===== config.mk =====
export PLATFORM = sky130hd
export DESIGN_NAME = alu_op_sequencer
export DESIGN_NICKNAME = d
export VERILOG_FILES = /design/src/rtl/alu_op_sequencer.sv
export SDC_FILE = /design/constraint.sdc
export NUM_CORES = 1
export LEC_CHECK = 0
export BUFFER_PORTS_ARGS = -buffer_cell sky130_fd_sc_hd__buf_2
export CAP_MARGIN = 20
export CORE_ASPECT_RATIO = 0.9
export CORE_MARGIN = 5
export CORE_UTILIZATION = 51
export CTS_CLUSTER_SIZE = 40
export DETAILED_ROUTE_END_ITERATION = 10
export GPL_ROUTABILITY_DRIVEN = 1
export PLACE_DENSITY = 0.92
export SLEW_MARGIN = 20
export SYNTH_ARGS = -nofsm -noshare
export SYNTH_HDL_FRONTEND = slang
export SYNTH_SLANG_ARGS = --single-unit
export TNS_END_PERCENT = 100

===== constraint.sdc =====
create_clock -name clk -period 3.5 [get_ports clk]
set_input_delay 0.175 -clock clk [delete_from_list [all_inputs] [get_ports clk]]
set_output_delay 0.175 -clock clk [all_outputs]
set_load 0.05 [all_outputs]

===== src/rtl/alu_op_sequencer.sv =====
// Byte-stream command sequencer for an external 8-bit ALU: header/A/B frames in, registered result out.
// Optional macro ALU_SEQ_ACC_EN enables 2-byte accumulate frames (header bit 3 loads A from the last result).
module alu_op_sequencer #(
    parameter int SETTLE_CYCLES = 1
) (
    input  logic       clk,
    input  logic       rst,
    input  logic [7:0] in_data,
    input  logic       in_valid,
    output logic       in_ready,
    output logic [7:0] alu_a,
    output logic [7:0] alu_b,
    output logic [2:0] alu_sel,
    input  logic [7:0] alu_result,
    input  logic       alu_zero,
    input  logic       alu_carry,
    output logic [7:0] out_data,
    output logic [1:0] out_flags,
    output logic       out_valid,
    input  logic       out_ready,
    output logic       busy
);

    localparam int SETTLE_EFF = (SETTLE_CYCLES < 1) ? 1 : SETTLE_CYCLES;
    localparam int CNT_W = (SETTLE_EFF > 1) ? $clog2(SETTLE_EFF) : 1;
    localparam logic [CNT_W-1:0] CNT_LAST = CNT_W'(SETTLE_EFF - 1);

    typedef enum logic [2:0] {
        HDR   = 3'd0,
        GET_A = 3'd1,
        GET_B = 3'd2,
        EXEC  = 3'd3,
        DONE  = 3'd4
    } state_t;

    state_t           state_r;
    logic [CNT_W-1:0] settle_cnt_r;
    logic             in_xfer_s;
    logic             out_xfer_s;
    logic             acc_hdr_s;
    logic [7:0]       acc_val_s;

`ifdef ALU_SEQ_ACC_EN
    logic [7:0] acc_q;

    // Last captured ALU result, reused as operand A by accumulate frames.
    always_ff @(posedge clk or posedge rst) begin
        if (rst) begin
            acc_q <= 8'h00;
        end else if (state_r == EXEC && settle_cnt_r == CNT_LAST) begin
            acc_q <= alu_result;
        end
    end
`endif

    // Handshake decode; in_ready/out_valid are registered so these are glitch-free.
    always_comb begin
        in_xfer_s  = in_valid & in_ready;
        out_xfer_s = out_valid & out_ready;
`ifdef ALU_SEQ_ACC_EN
        acc_hdr_s  = in_data[3];
        acc_val_s  = acc_q;
`else
        acc_hdr_s  = 1'b0;
        acc_val_s  = 8'h00;
`endif
    end

    // Frame FSM; status outputs are registered together with the next state.
    always_ff @(posedge clk or posedge rst) begin
        if (rst) begin
            state_r      <= HDR;
            settle_cnt_r <= '0;
            alu_a        <= 8'h00;
            alu_b        <= 8'h00;
            alu_sel      <= 3'b000;
            out_data     <= 8'h00;
            out_flags    <= 2'b00;
            in_ready     <= 1'b1;
            out_valid    <= 1'b0;
            busy         <= 1'b0;
        end else begin
            case (state_r)
                HDR: begin
                    if (in_xfer_s) begin
                        alu_sel <= in_data[2:0];
                        busy    <= 1'b1;
                        if (acc_hdr_s) begin
                            alu_a   <= acc_val_s;
                            state_r <= GET_B;
                        end else begin
                            state_r <= GET_A;
                        end
                    end
                end
                GET_A: begin
                    if (in_xfer_s) begin
                        alu_a   <= in_data;
                        state_r <= GET_B;
                    end
                end
                GET_B: begin
                    if (in_xfer_s) begin
                        alu_b        <= in_data;
                        settle_cnt_r <= '0;
                        in_ready     <= 1'b0;
                        state_r      <= EXEC;
                    end
                end
                EXEC: begin
                    if (settle_cnt_r == CNT_LAST) begin
                        out_data  <= alu_result;
                        out_flags <= {alu_carry, alu_zero};
                        out_valid <= 1'b1;
                        state_r   <= DONE;
                    end else begin
                        settle_cnt_r <= settle_cnt_r + CNT_W'(1);
                    end
                end
                DONE: begin
                    if (out_xfer_s) begin
                        out_valid <= 1'b0;
                        in_ready  <= 1'b1;
                        busy      <= 1'b0;
                        state_r   <= HDR;
                    end
                end
                default: begin
                    state_r   <= HDR;
                    in_ready  <= 1'b1;
                    out_valid <= 1'b0;
                    busy      <= 1'b0;
                end
            endcase
        end
    end

endmodule


# After elaboration in Yosys (flattened, before gate mapping)

Index checks and enable logic that the tools add are counted.

Bits in registers: 36
Input port bits: 22
Output and inout bits: 32
Logic and storage cells: 56

$add $sub $neg: 1
Equal/unequal tests: 9
Muxes and demuxes: 16
Bitwise operators: 6
Reduce and logical (&&, ||, !) cells: 14

Operators with widths:

| cell                  | number |
|---|---|
| $mux W3               | 5 |
| $pmux W3 S5           | 1 |
| $ne A2 B2 Y1 const B  | 5 |
| $reduce_and A2 Y1     | 5 |
| $pmux W1 S3           | 3 |
| $reduce_and A3 Y1     | 3 |
| $reduce_or A3 Y1      | 3 |
| $eq A3 B2 Y1 const B  | 2 |
| $mux W1               | 6 |
| $reduce_and A5 Y1     | 1 |
| $not A1 Y1            | 4 |
| $eq A3 B1 Y1 const B  | 1 |
| $eq A3 B3 Y1 const B  | 1 |
| $logic_not A3 Y1      | 1 |
| $and A1 B1 Y1         | 2 |
| $pmux W1 S2           | 1 |
| $reduce_bool A2 Y1    | 1 |
| $add A1 B1 Y1 const B | 1 |

# Longest topological paths before layout

Gate-level depths: netlist (run 1).

Depth after elaboration: 4
Gate-level depth with buffers: 4

# Worst setup path before layout (run 1)

Ideal clock, no wire load.

Kind: register to register
Start point: register in_ready
End point: register alu_sel[0]
Library setup time: 0.125 ns
Data arrival time: 1.510 ns
Setup slack: 1.865 ns
Stages on the path, launching flop included: 4
Path buffers: 0
Period minus slack after synthesis: 1.635 ns
Cell sequence: dfstp_2 > nand3b_4 > or3_4 > mux2_4

Longest elaborated chain between the ends: 2

RTL lines:

| what                        | RTL line | text |
|---|---|---|
| start, declared             | 10       | `output logic in_ready,` |
| start signal, assigned      | 79       | `in_ready <= 1'b1;` |
| start signal, assigned      | 106      | `in_ready <= 1'b0;` |
| start signal, assigned      | 123      | `in_ready <= 1'b1;` |
| $and A1 B1 Y1               | 58       | `in_xfer_s = in_valid & in_ready;` |
| $reduce_and A2 Y1 (no line) | -        |  |
| end signal, assigned        | 86       | `alu_sel <= in_data[2:0];` |
| end, declared               | 13       | `output logic [2:0] alu_sel,` |

Every way passes these cells.
A chain may end at the register's enable or synchronous reset.

# Final worst setup path (run 1)

Start point: register in_ready
End point: register alu_b[0]

Longest elaborated chain between the ends: 2

RTL lines:

| what                        | RTL line | text |
|---|---|---|
| $and A1 B1 Y1               | 58       |  |
| $reduce_and A2 Y1 (no line) | -        |  |
| end signal, assigned        | 104      | `alu_b <= in_data;` |
| end, declared               | 12       | `output logic [7:0] alu_b,` |

Every way passes these cells.

==> results of run 1 <==
## registers in the layout, indices dropped and copies added (netlist names)
name       flops
alu_a          8
alu_b          8
out_data       8
alu_sel        3
state_r        3
out_flags      2
busy           1
in_ready       1
out_valid      1
## worst max path at each step
stage | cells past startpoint | to | slack (ns)
2_1_floorplan | 3 | alu_sel[0] | 1.87
3_3_place_gp | 3 | alu_b[6] | 1.96
3_5_place_dp | 3 | alu_b[0] | 1.88
4_1_cts | 3 | alu_b[0] | 1.88
5_1_grt | 3 | alu_b[0] | 1.83
6_report | 3 | alu_b[0] | 1.91
## cell usage in the layout, fill, tap and decap left out, types with 2 or more instances in the layout
cell type / count
sky130_fd_sc_hd__clkbuf_4: 5
sky130_fd_sc_hd__nor2_2: 2
sky130_fd_sc_hd__clkbuf_1: 2
sky130_fd_sc_hd__nand2_1: 3
sky130_fd_sc_hd__mux2_4: 3
sky130_fd_sc_hd__inv_1: 3
sky130_fd_sc_hd__nand2b_1: 2
sky130_fd_sc_hd__buf_2: 53
sky130_fd_sc_hd__mux2_2: 27
sky130_fd_sc_hd__dfrtp_1: 34
sky130_fd_sc_hd__o21ai_0: 2
sky130_fd_sc_hd__nor2_1: 4
## metal layers
layer / up-vias / global-route usage [%] / share of wire, %
li1: 440 / - / -
met1: 454 / 18.30 / 39
met2: 49 / 27.41 / 48
met3: 5 / 9.677 / 11
met4: 0 / 4.819 / 1.4
met5: - / 0 / 0
## critical path: stages, from the launching register on
cell and delay [ns]:
sky130_fd_sc_hd__dfstp_2 0.60, sky130_fd_sc_hd__nand3b_4 0.10, sky130_fd_sc_hd__nor2_2 0.39, sky130_fd_sc_hd__mux2_2 0.40
## final cells by class
cell class / instances / area [µm²] / area share [%]
sequential: 35 / 877.1 / 50.07
multi-input combinational: 52 / 493.0 / 28.14
timing repair buffer: 55 / 282.8 / 16.14
clock buffer: 7 / 45.04 / 2.571
tap: 30 / 37.54 / 2.143
inverter: 3 / 11.26 / 0.6429
clock inverter: 1 / 5.005 / 0.2857
## cells by family (layout without fill, tap and decap cells)
logic type | Yosys count | after routing | synth area share [%]
compound gates | 7 | 7 | 3.520
buf+inv | 4 | 66 | 1.173
flops | 35 | 35 | 63.27
mux | 30 | 30 | 25.18
simple gates | 15 | 15 | 6.858
## stage by stage
stage,hold slack [ns],util [%]
after floorplan,0.3235,-
after global placement,0.2777,63.12
after detailed placement,0.2910,63.12
after CTS,0.04966,65.36
after global routing,0.03702,65.36
final,0.06891,65.36
==> metrics.csv, run 1 <==
metric,value,unit
status,completed,
flip-flop and latch count after synthesis,35,
max capacitance violation total,0,
effective utilization at floorplan,51.73,%
count of clock tree sinks,35,
die width,64.96,µm
worst reg2reg path startpoint,in_ready,
HP Class,input pin to flip-flop,
maximum count of clock buffers along a single path,2,
count of hold-fix buffers inserted at cts,1,
vias in the first global route,1015,
post-route clock skew,0.007049,ns
hold path start,alu_result[4],
vias,948,
number of antenna cells inserted,0,
Inserted Clock Buffers,5,
placement-stage cell area,1692,µm²
unrepaired setup endpoints after global routing,false,
type of the worst setup path,flip-flop to flip-flop,
post-layout min period,1.591,ns
antenna violations before repair,0,
cell types with the highest counts after synthesis,"sky130_fd_sc_hd__dfrtp_1 (34), sky130_fd_sc_hd__mux2_2 (27), sky130_fd_sc_hd__nor2_1 (4)",
clock tree root driver cell,sky130_fd_sc_hd__clkbuf_4,
H-tree level count,2,
share of final-layout standard cells stronger than drive strength 1,62.75,%
post-DP HPWL,2.118,mm
end point of the worst hold path,out_data[4],
"EDFF count, synth",0,
final period utilization,45.45,%
"worst slack, placed",1.883,ns
r2r setup slk,1.91,ns
average vias per placed instance,5.180,
clock transition at the registers of the reported paths,0.10,ns
average routed wire per standard cell,15.47,µm
filler cell count in the final layout,215,
antenna-violating nets left,0,
detailed-router iteration count before antenna repair,4,
grt ovf,0,
dominant cell type by area after synthesis,sky130_fd_sc_hd__dfrtp_1,
DRC violation count after routing,0,
Min-Delay Path Depth,2,
setup repair bufs after CTS,0,
Worst Slack Setup Final,1.909,ns
Critical Path Source Type,flip-flop,
clock latency on the worst-skew pair,0.33,ns
Crit. Startpoint,in_ready,
mean instance size in the synthesized netlist,15.23,µm²
core outline area,2680,µm²
number of placed I/O pins,54,
most area-consuming cells after synthesis,"sky130_fd_sc_hd__dfrtp_1 (61%), sky130_fd_sc_hd__mux2_2 (22%), sky130_fd_sc_hd__mux2_4 (3.2%)",
Final Non-Filler Cells,183,
count of input and output buffers,53,
post-synthesis instance total,91,
area of the mapped netlist,1386,µm²
count of final max-slew check failures,0,
setup TNS,0,ns
total non-filler cell area in the finished layout,1752,µm²
total nets after synthesis,113,
highest fanout seen on the critical path,8,
register area share after synthesis,63.27,%
Max-slew headroom,65.03,%
GRT Resource Usage Total,16.62,%
CP endpoint kind,flip-flop,
1st-iter DRT viols,28,
endpoint of the worst-slack reg-to-reg timing path,alu_b[0],
timing-limited maximum frequency,628.7,MHz
Synth Warn #,0,
count of placed standard cells including taps,174,
Final Net Count,174,
Layout area overhead,26.35,%
number of hold violations in the final report,0,
post_cts resized,0,
aggregate routed wire length,2.831,mm
Most used DFF post-synth,sky130_fd_sc_hd__dfrtp_1,
top cell type's share of synthesized area,61.37,%
first-pass GRT wire length,4.664,mm
TritonCTS clock tree,yes,
share of async-settable or async-resettable flops after synthesis,100.0,%
CP Data Arrival Time,1.82,ns
number of distinct library cell variants in the gate-level netlist after synthesis,20,
transition time at the pin with the least slew margin,0.5231,ns
routability congestion estimate,0.7463,
most repeated cell in the gate-level netlist after synthesis,sky130_fd_sc_hd__dfrtp_1,
"Data required, critical path",3.73,ns
DIE AREA,3862,µm²
Register-to-Register Path Depth,3,
setup-violating endpoint count in the final report,0,
die outline height,59.46,µm
number of standard-cell rows in the floorplan,18,
largest net degree at the start of global routing,36,
Power of run 1 is not shown: default switching activity piles up to over one toggle a cycle in this logic, so the estimate is an artifact.
==> run 2, diff against run 1 <==
--- a/config.mk
+++ b/config.mk
@@ -5,15 +5,16 @@
 export SDC_FILE = /design/constraint.sdc
 export NUM_CORES = 1
 export LEC_CHECK = 0
+export ABC_AREA = 1
 export BUFFER_PORTS_ARGS = -buffer_cell sky130_fd_sc_hd__buf_2
 export CAP_MARGIN = 20
 export CORE_ASPECT_RATIO = 0.9
 export CORE_MARGIN = 5
-export CORE_UTILIZATION = 51
+export CORE_UTILIZATION = 43
 export CTS_CLUSTER_SIZE = 40
 export DETAILED_ROUTE_END_ITERATION = 10
 export GPL_ROUTABILITY_DRIVEN = 1
-export PLACE_DENSITY = 0.92
+export PLACE_DENSITY = 0.83
 export SLEW_MARGIN = 20
 export SYNTH_ARGS = -nofsm -noshare
 export SYNTH_HDL_FRONTEND = slang
==> constraint.sdc (replaced) <==
create_clock -name clk -period 1.3 [get_ports clk]
set_input_delay 0.065 -clock clk [delete_from_list [all_inputs] [get_ports clk]]
set_output_delay 0.065 -clock clk [all_outputs]
set_load 0.05 [all_outputs]
==> run 2 against run 1 <==
  * Highest routed layer unchanged
  * Flip-flop and latch count unchanged
  * Fmax grew 29%
  * Via count is 26% higher
  * Die area increased by 22%
  * Worst hold slack worse by 0.051 ns
  * Register-to-register slack got worse by 1.8 ns
  * Critical endpoint is now state_r[1]
  * Sequential share of layout area fell by 5.4 points
  * First-iteration DRC count grew to 3.3 times the previous value
==> metrics.csv, run 2 <==
metric,value,unit
status,completed,
clock tree root driver cell,sky130_fd_sc_hd__clkbuf_8,
type of the worst setup path,flip-flop to flip-flop,
most area-consuming cells after synthesis,"sky130_fd_sc_hd__dfrtp_1 (58%), sky130_fd_sc_hd__nand2_1 (12%), sky130_fd_sc_hd__o21ai_2 (8.9%)",
"EDFF count, synth",0,
max capacitance violation total,0,
CP endpoint kind,flip-flop,
most frequent cells in the layout,"sky130_fd_sc_hd__buf_2 (53), sky130_fd_sc_hd__nand2_1 (42), sky130_fd_sc_hd__dfrtp_1 (32), sky130_fd_sc_hd__inv_1 (22), sky130_fd_sc_hd__o21ai_2 (15)",
die outline height,65.57,µm
"worst slack, placed",0.02147,ns
antenna violations before repair,0,
aggregate routed wire length,3.296,mm
r2r setup slk,0.07,ns
CP Data Arrival Time,1.39,ns
mean instance size in the synthesized netlist,9.579,µm²
clock latency on the worst-skew pair,0.28,ns
critical path's largest stage delay,0.44,ns
GRT Resource Usage Total,14.81,%
register area share after synthesis,59.46,%
hold path start,alu_zero,
post-DP HPWL,2.343,mm
final period utilization,94.51,%
Inserted Clock Buffers,5,
Register-to-Register Path Depth,7,
core outline area,3353,µm²
TritonCTS clock tree,yes,
post-route clock skew,0.005979,ns
count of input and output buffers,53,
cell types with the highest counts after synthesis,"sky130_fd_sc_hd__nand2_1 (46), sky130_fd_sc_hd__dfrtp_1 (34), sky130_fd_sc_hd__inv_1 (23)",
kind of cell adding the most delay to the critical path,simple AND/OR/NAND/NOR gates,
area of the mapped netlist,1475,µm²
dominant cell type by area after synthesis,sky130_fd_sc_hd__dfrtp_1,
first-pass GRT wire length,5.340,mm
HP Class,input pin to flip-flop,
Worst Slack Setup Final,0.07142,ns
flip-flop and latch count after synthesis,35,
clock transition at the registers of the reported paths,0.07,ns
Min-Delay Path Depth,3,
stages on the worst setup path,7,
end point of the worst hold path,out_flags[0],
number of hold violations in the final report,0,
endpoint of the worst-slack reg-to-reg timing path,state_r[1],
effective utilization at floorplan,43.99,%
grt ovf,0,
number of distinct library cell variants in the gate-level netlist after synthesis,16,
share of final-layout standard cells stronger than drive strength 1,44.29,%
setup-violating endpoint count in the final report,0,
total nets after synthesis,176,
sum of buffers and inverters on the critical path,2,
Layout area overhead,33.42,%
number of placed I/O pins,54,
Max-slew headroom,82.09,%
number of standard-cell rows in the floorplan,20,
average vias per placed instance,4.525,
placement-stage cell area,1823,µm²
timing-limited maximum frequency,813.9,MHz
Most used DFF post-synth,sky130_fd_sc_hd__dfrtp_1,
H-tree level count,2,
top cell type's share of synthesized area,57.68,%
post-synthesis instance total,154,
cell at the slowest stage of the critical path,sky130_fd_sc_hd__dfrtp_2,
antenna-violating nets left,0,
count of final max-slew check failures,0,
largest net degree at the start of global routing,23,
average routed wire per standard cell,12.53,µm
transition time at the pin with the least slew margin,0.2687,ns
highest fanout seen on the critical path,4,
largest registers ranked by flip-flop count,"alu_a (8), alu_b (8), out_data (8)",
DIE AREA,4704,µm²
routability congestion estimate,0.7625,
DRC violation count after routing,0,
share of async-settable or async-resettable flops after synthesis,100.0,%
maximum count of clock buffers along a single path,2,
filler cell count in the final layout,302,
"leading cell type in the layout, fill and taps excluded",sky130_fd_sc_hd__buf_2,
vias in the first global route,1112,
setup TNS,0,ns
Synth Warn #,0,
number of antenna cells inserted,0,
count of clock tree sinks,35,
Final Net Count,240,
1st-iter DRT viols,93,
Critical Path Source Type,flip-flop,
total non-filler cell area in the finished layout,1968,µm²
post-layout min period,1.229,ns
cells traversed along the worst timing path,buf_4 > nor2_1 > nand3_1 > nand2_1 > inv_1 > nand3_1 > nand2_1,
detailed-router iteration count before antenna repair,6,
worst reg2reg path startpoint,state_r[0],
vias,1190,
die width,71.74,µm
"Data required, critical path",1.46,ns
most repeated cell in the gate-level netlist after synthesis,sky130_fd_sc_hd__nand2_1,
run 2: changes by cell type in the layout (fill, tap and decap cells not counted), sizes merged, moves of 2 or more:
cell	previous run	this run
mux2	30	0
nor2	6	3
inv	3	25
nand2	3	47
nand2b	2	0
o21ai	2	30
nand3b	2	0
buf	54	59
nand3	1	10
run 2: stage by stage:
stage	cells	util, %	hold slack [ns]
2_1_floorplan	154	-	0.1979
3_3_place_gp	251	54.37	0.08429
3_5_place_dp	251	54.37	0.08521
4_1_cts	260	57.09	0.01219
5_1_grt	263	58.69	0.008167
6_report	263	58.69	0.01760
run 2: kinds of logic (layout without fill, tap and decap cells):
kind of cell	Yosys count	in the layout	synth area share (%)
DFF	35	35	59.46
AOI/OAI and AO/OA	31	31	14.50
buffers and inverters	29	93	8.567
and+or+nand+nor	59	60	17.47
run 2: worst register-to-register path: cells and delay by family (launching register included):
family                 cells  cell delay, ns
AND/OR/NAND/NOR            5            0.46
buffers and inverters      2            0.20
flip-flops                 1            0.44
run 2: layout make-up:
cell class                 count  area, µm²  area share, %
multi-input combinational     91      523.0          26.57
sequential                    35      879.6          44.69
tap                           44      55.05          2.797
inverter                      25      96.34          4.895
clock inverter                 1      5.005         0.2543
clock buffer                   7      76.32          3.878
timing repair buffer          60      332.8          16.91
run 2: what timing repair did:
item / CTS / global route
buffers inserted: 0 / 2
pin swaps: 1 / 2
resized for setup: 0 / 7
hold endpoints to repair: 34 / 0
endpoints found under the setup margin: 1 / 16
hold buffers: 1 / 0
cloned: 0 / 1
run 2: worst max-delay path by stage:
| stage | start | end |
|---|---|---|
| final | state_r[0] | state_r[1] |
| after global routing | state_r[0] | state_r[1] |
| after CTS | state_r[2] | alu_sel[2] |
| after detailed placement | state_r[0] | alu_sel[2] |
| after global placement | state_r[0] | alu_sel[2] |
| after floorplan | in_ready | alu_b[0] |
run 2: metal layers:
metal | vias up | global-route usage (%) | part of all wire (%)
li1 | 611 | - | -
met3 | 4 | 4.893 | 5.3
met1 | 551 | 18.34 | 42
met5 | - | 0 | 0
met4 | 0 | 5.634 | 1.3
met2 | 24 | 23.97 | 52
Power of run 2 is left out for the same reason.
==> run 3, diff against run 2 <==
--- a/config.mk
+++ b/config.mk
@@ -5,16 +5,15 @@
 export SDC_FILE = /design/constraint.sdc
 export NUM_CORES = 1
 export LEC_CHECK = 0
-export ABC_AREA = 1
 export BUFFER_PORTS_ARGS = -buffer_cell sky130_fd_sc_hd__buf_2
 export CAP_MARGIN = 20
 export CORE_ASPECT_RATIO = 0.9
 export CORE_MARGIN = 5
-export CORE_UTILIZATION = 43
+export CORE_UTILIZATION = 47
 export CTS_CLUSTER_SIZE = 40
 export DETAILED_ROUTE_END_ITERATION = 10
 export GPL_ROUTABILITY_DRIVEN = 1
-export PLACE_DENSITY = 0.83
+export PLACE_DENSITY = 0.86
 export SLEW_MARGIN = 20
 export SYNTH_ARGS = -nofsm -noshare
 export SYNTH_HDL_FRONTEND = slang
==> constraint.sdc (replaced) <==
create_clock -name clk -period 1.2 [get_ports clk]
set_input_delay 0.06 -clock clk [delete_from_list [all_inputs] [get_ports clk]]
set_output_delay 0.06 -clock clk [all_outputs]
set_load 0.05 [all_outputs]
==> run 3 against run 2 <==
  * The run now ends with setup timing left
  * Clock skew rose by 0.0037 ns
  * Fmax fell by 20%
  * Core utilization grew 19 points
==> metrics.csv, run 3 (synthesis gave the netlist of run 1 again) <==
metric,value,unit
status,finished with violations,
DIE AREA,4138,µm²
number of hold violations in the final report,0,
setup TNS,-6.912,ns
placement-stage cell area,1813,µm²
routability congestion estimate,0.7874,
highest fanout seen on the critical path,4,
GRT Resource Usage Total,19.97,%
max capacitance violation total,0,
average vias per placed instance,5.000,
violated checks,setup timing,
Layout area overhead,56.50,%
number of antenna cells inserted,0,
r2r setup slk,-0.33,ns
CP endpoint kind,flip-flop,
sum of buffers and inverters on the critical path,0,
total non-filler cell area in the finished layout,2170,µm²
clock transition at the registers of the reported paths,0.11,ns
clock tree root driver cell,sky130_fd_sc_hd__clkbuf_4,
setup-violating endpoint count in the final report,33,
"leading cell type in the layout, fill and taps excluded",sky130_fd_sc_hd__buf_2,
post-route clock skew,0.009708,ns
count of clock tree sinks,35,
DRC violation count after routing,0,
maximum count of clock buffers along a single path,2,
vias in the first global route,1150,
type of the worst setup path,flip-flop to flip-flop,
timing-limited maximum frequency,652.8,MHz
HP Class,input pin to flip-flop,
count of input and output buffers,53,
transition time at the pin with the least slew margin,0.4192,ns
"worst slack, placed",-0.3046,ns
grt ovf,0,
endpoint of the worst-slack reg-to-reg timing path,alu_sel[0],
1st-iter DRT viols,50,
antenna-violating nets left,0,
worst reg2reg path startpoint,in_ready,
areal power density over the cells,2850,nW/µm²
"Data required, critical path",1.43,ns
aggregate routed wire length,3.675,mm
critical path's largest stage delay,0.65,ns
largest vdd supply drop,1835,µV
die outline height,61.53,µm
detailed-router iteration count before antenna repair,6,
filler cell count in the final layout,173,
core outline area,2793,µm²
clock latency on the worst-skew pair,0.34,ns
cells traversed along the worst timing path,nand3b_4 > or3_4 > mux2_4,
Critical Path End,alu_sel[0],
post-layout min period,1.532,ns
minimum hold slack,0.01763,ns
Crit. Startpoint,in_ready,
number of standard-cell rows in the floorplan,18,
leakage power figure,1.093,nW
post-DP HPWL,2.225,mm
share of final-layout standard cells stronger than drive strength 1,62.64,%
unrepaired setup endpoints after global routing,true,
Critical Path Source Type,flip-flop,
final period utilization,127.6,%
kind of cell adding the most delay to the critical path,flip-flops,
number of placed I/O pins,54,
Final Net Count,203,
largest registers ranked by flip-flop count,"alu_a (8), alu_b (8), out_data (8)",
effective utilization at floorplan,49.64,%
largest net degree at the start of global routing,36,
stages on the worst setup path,3,
vias,1110,
Register-to-Register Path Depth,3,
die width,67.25,µm
H-tree level count,2,
cell at the slowest stage of the critical path,sky130_fd_sc_hd__dfstp_4,
count of final max-slew check failures,0,
antenna violations before repair,0,
TritonCTS clock tree,yes,
Inserted Clock Buffers,5,
Max-slew headroom,72.06,%
CP Data Arrival Time,1.76,ns
most frequent cells in the layout,"sky130_fd_sc_hd__buf_2 (52), sky130_fd_sc_hd__dfrtp_1 (34), sky130_fd_sc_hd__mux2_2 (27), sky130_fd_sc_hd__dlygate4sd3_1 (19), sky130_fd_sc_hd__buf_4 (7)",
average routed wire per standard cell,16.55,µm
first-pass GRT wire length,5.851,mm
Worst Slack Setup Final,-0.3318,ns
[run 3: cell types whose count changed in the layout (fill, tap and decap cells not counted), moves of 4 or more]
| cell | delta |
|---|---|
| sky130_fd_sc_hd__mux2_2 | +27 |
| sky130_fd_sc_hd__nand3_1 | -6 |
| sky130_fd_sc_hd__o21ai_0 | -11 |
| sky130_fd_sc_hd__dlygate4sd3_1 | +18 |
| sky130_fd_sc_hd__o21ai_2 | -14 |
| sky130_fd_sc_hd__clkbuf_8 | -4 |
| sky130_fd_sc_hd__nand2_1 | -40 |
| sky130_fd_sc_hd__inv_1 | -20 |
| sky130_fd_sc_hd__clkbuf_4 | +5 |
[run 3: what timing repair did]
| action | in CTS | in global routing |
|---|---|---|
| hold endpoints to repair | 63 | 0 |
| endpoints found under the setup margin | 32 | 35 |
| resized for setup | 11 | 1 |
| pin swaps | 2 | 0 |
| setup buffers | 1 | 0 |
| gates cloned | 1 | 0 |
| hold buffers | 19 | 0 |
[run 3: cell type report]
cell class	instances	area [µm²]	area share, %
flip-flops and latches	35	880.8	40.60
repair buffers	84	621.8	28.66
multi-input cells	52	516.7	23.82
clock buffers	6	51.30	2.364
well taps	40	50.05	2.307
clock inverters	2	35.03	1.615
inverters	3	13.76	0.6344
[run 3: routing by layer]
metal | routed length (µm) | GRT usage [%]
met1 | 1393 | 22.10
met2 | 2002 | 36.41
met3 | 188 | 6.022
met4 | 91 | 7.514
met5 | 0 | 0
[run 3: stage by stage]
stage          utilization [%]  power (mW)  instances
5_1_grt                  77.69       6.439        222
4_1_cts                  77.55       6.154        222
6_report                 77.69       6.184        222
2_1_floorplan                -       4.393         91
3_3_place_gp             64.92       5.100        193
3_5_place_dp             64.92       5.193        193
[run 3: worst min-delay path by stage]
stage,from,end,slack [ns],cells after the start
6_report,out_ready,out_valid,0.02,3
3_5_place_dp,rst,out_data[7],0.17,3
5_1_grt,out_ready,out_valid,0.06,3
4_1_cts,out_ready,out_valid,0.02,3
2_1_floorplan,rst,alu_a[0],0.21,1
3_3_place_gp,rst,out_data[3],0.16,3
[run 3: power by group]
group	switching, mW	internal [mW]
sequential	0.281	1.71
combinational	2.37	0.927
clock	0.402	0.492
[run 3: worst register-to-register path: stages, from the launching register on]
cell and delay (ns):
sky130_fd_sc_hd__dfstp_4 0.65, sky130_fd_sc_hd__nand3b_4 0.09, sky130_fd_sc_hd__or3_4 0.38, sky130_fd_sc_hd__mux2_4 0.31
Note: power is estimated with default switching activity, not from simulation.
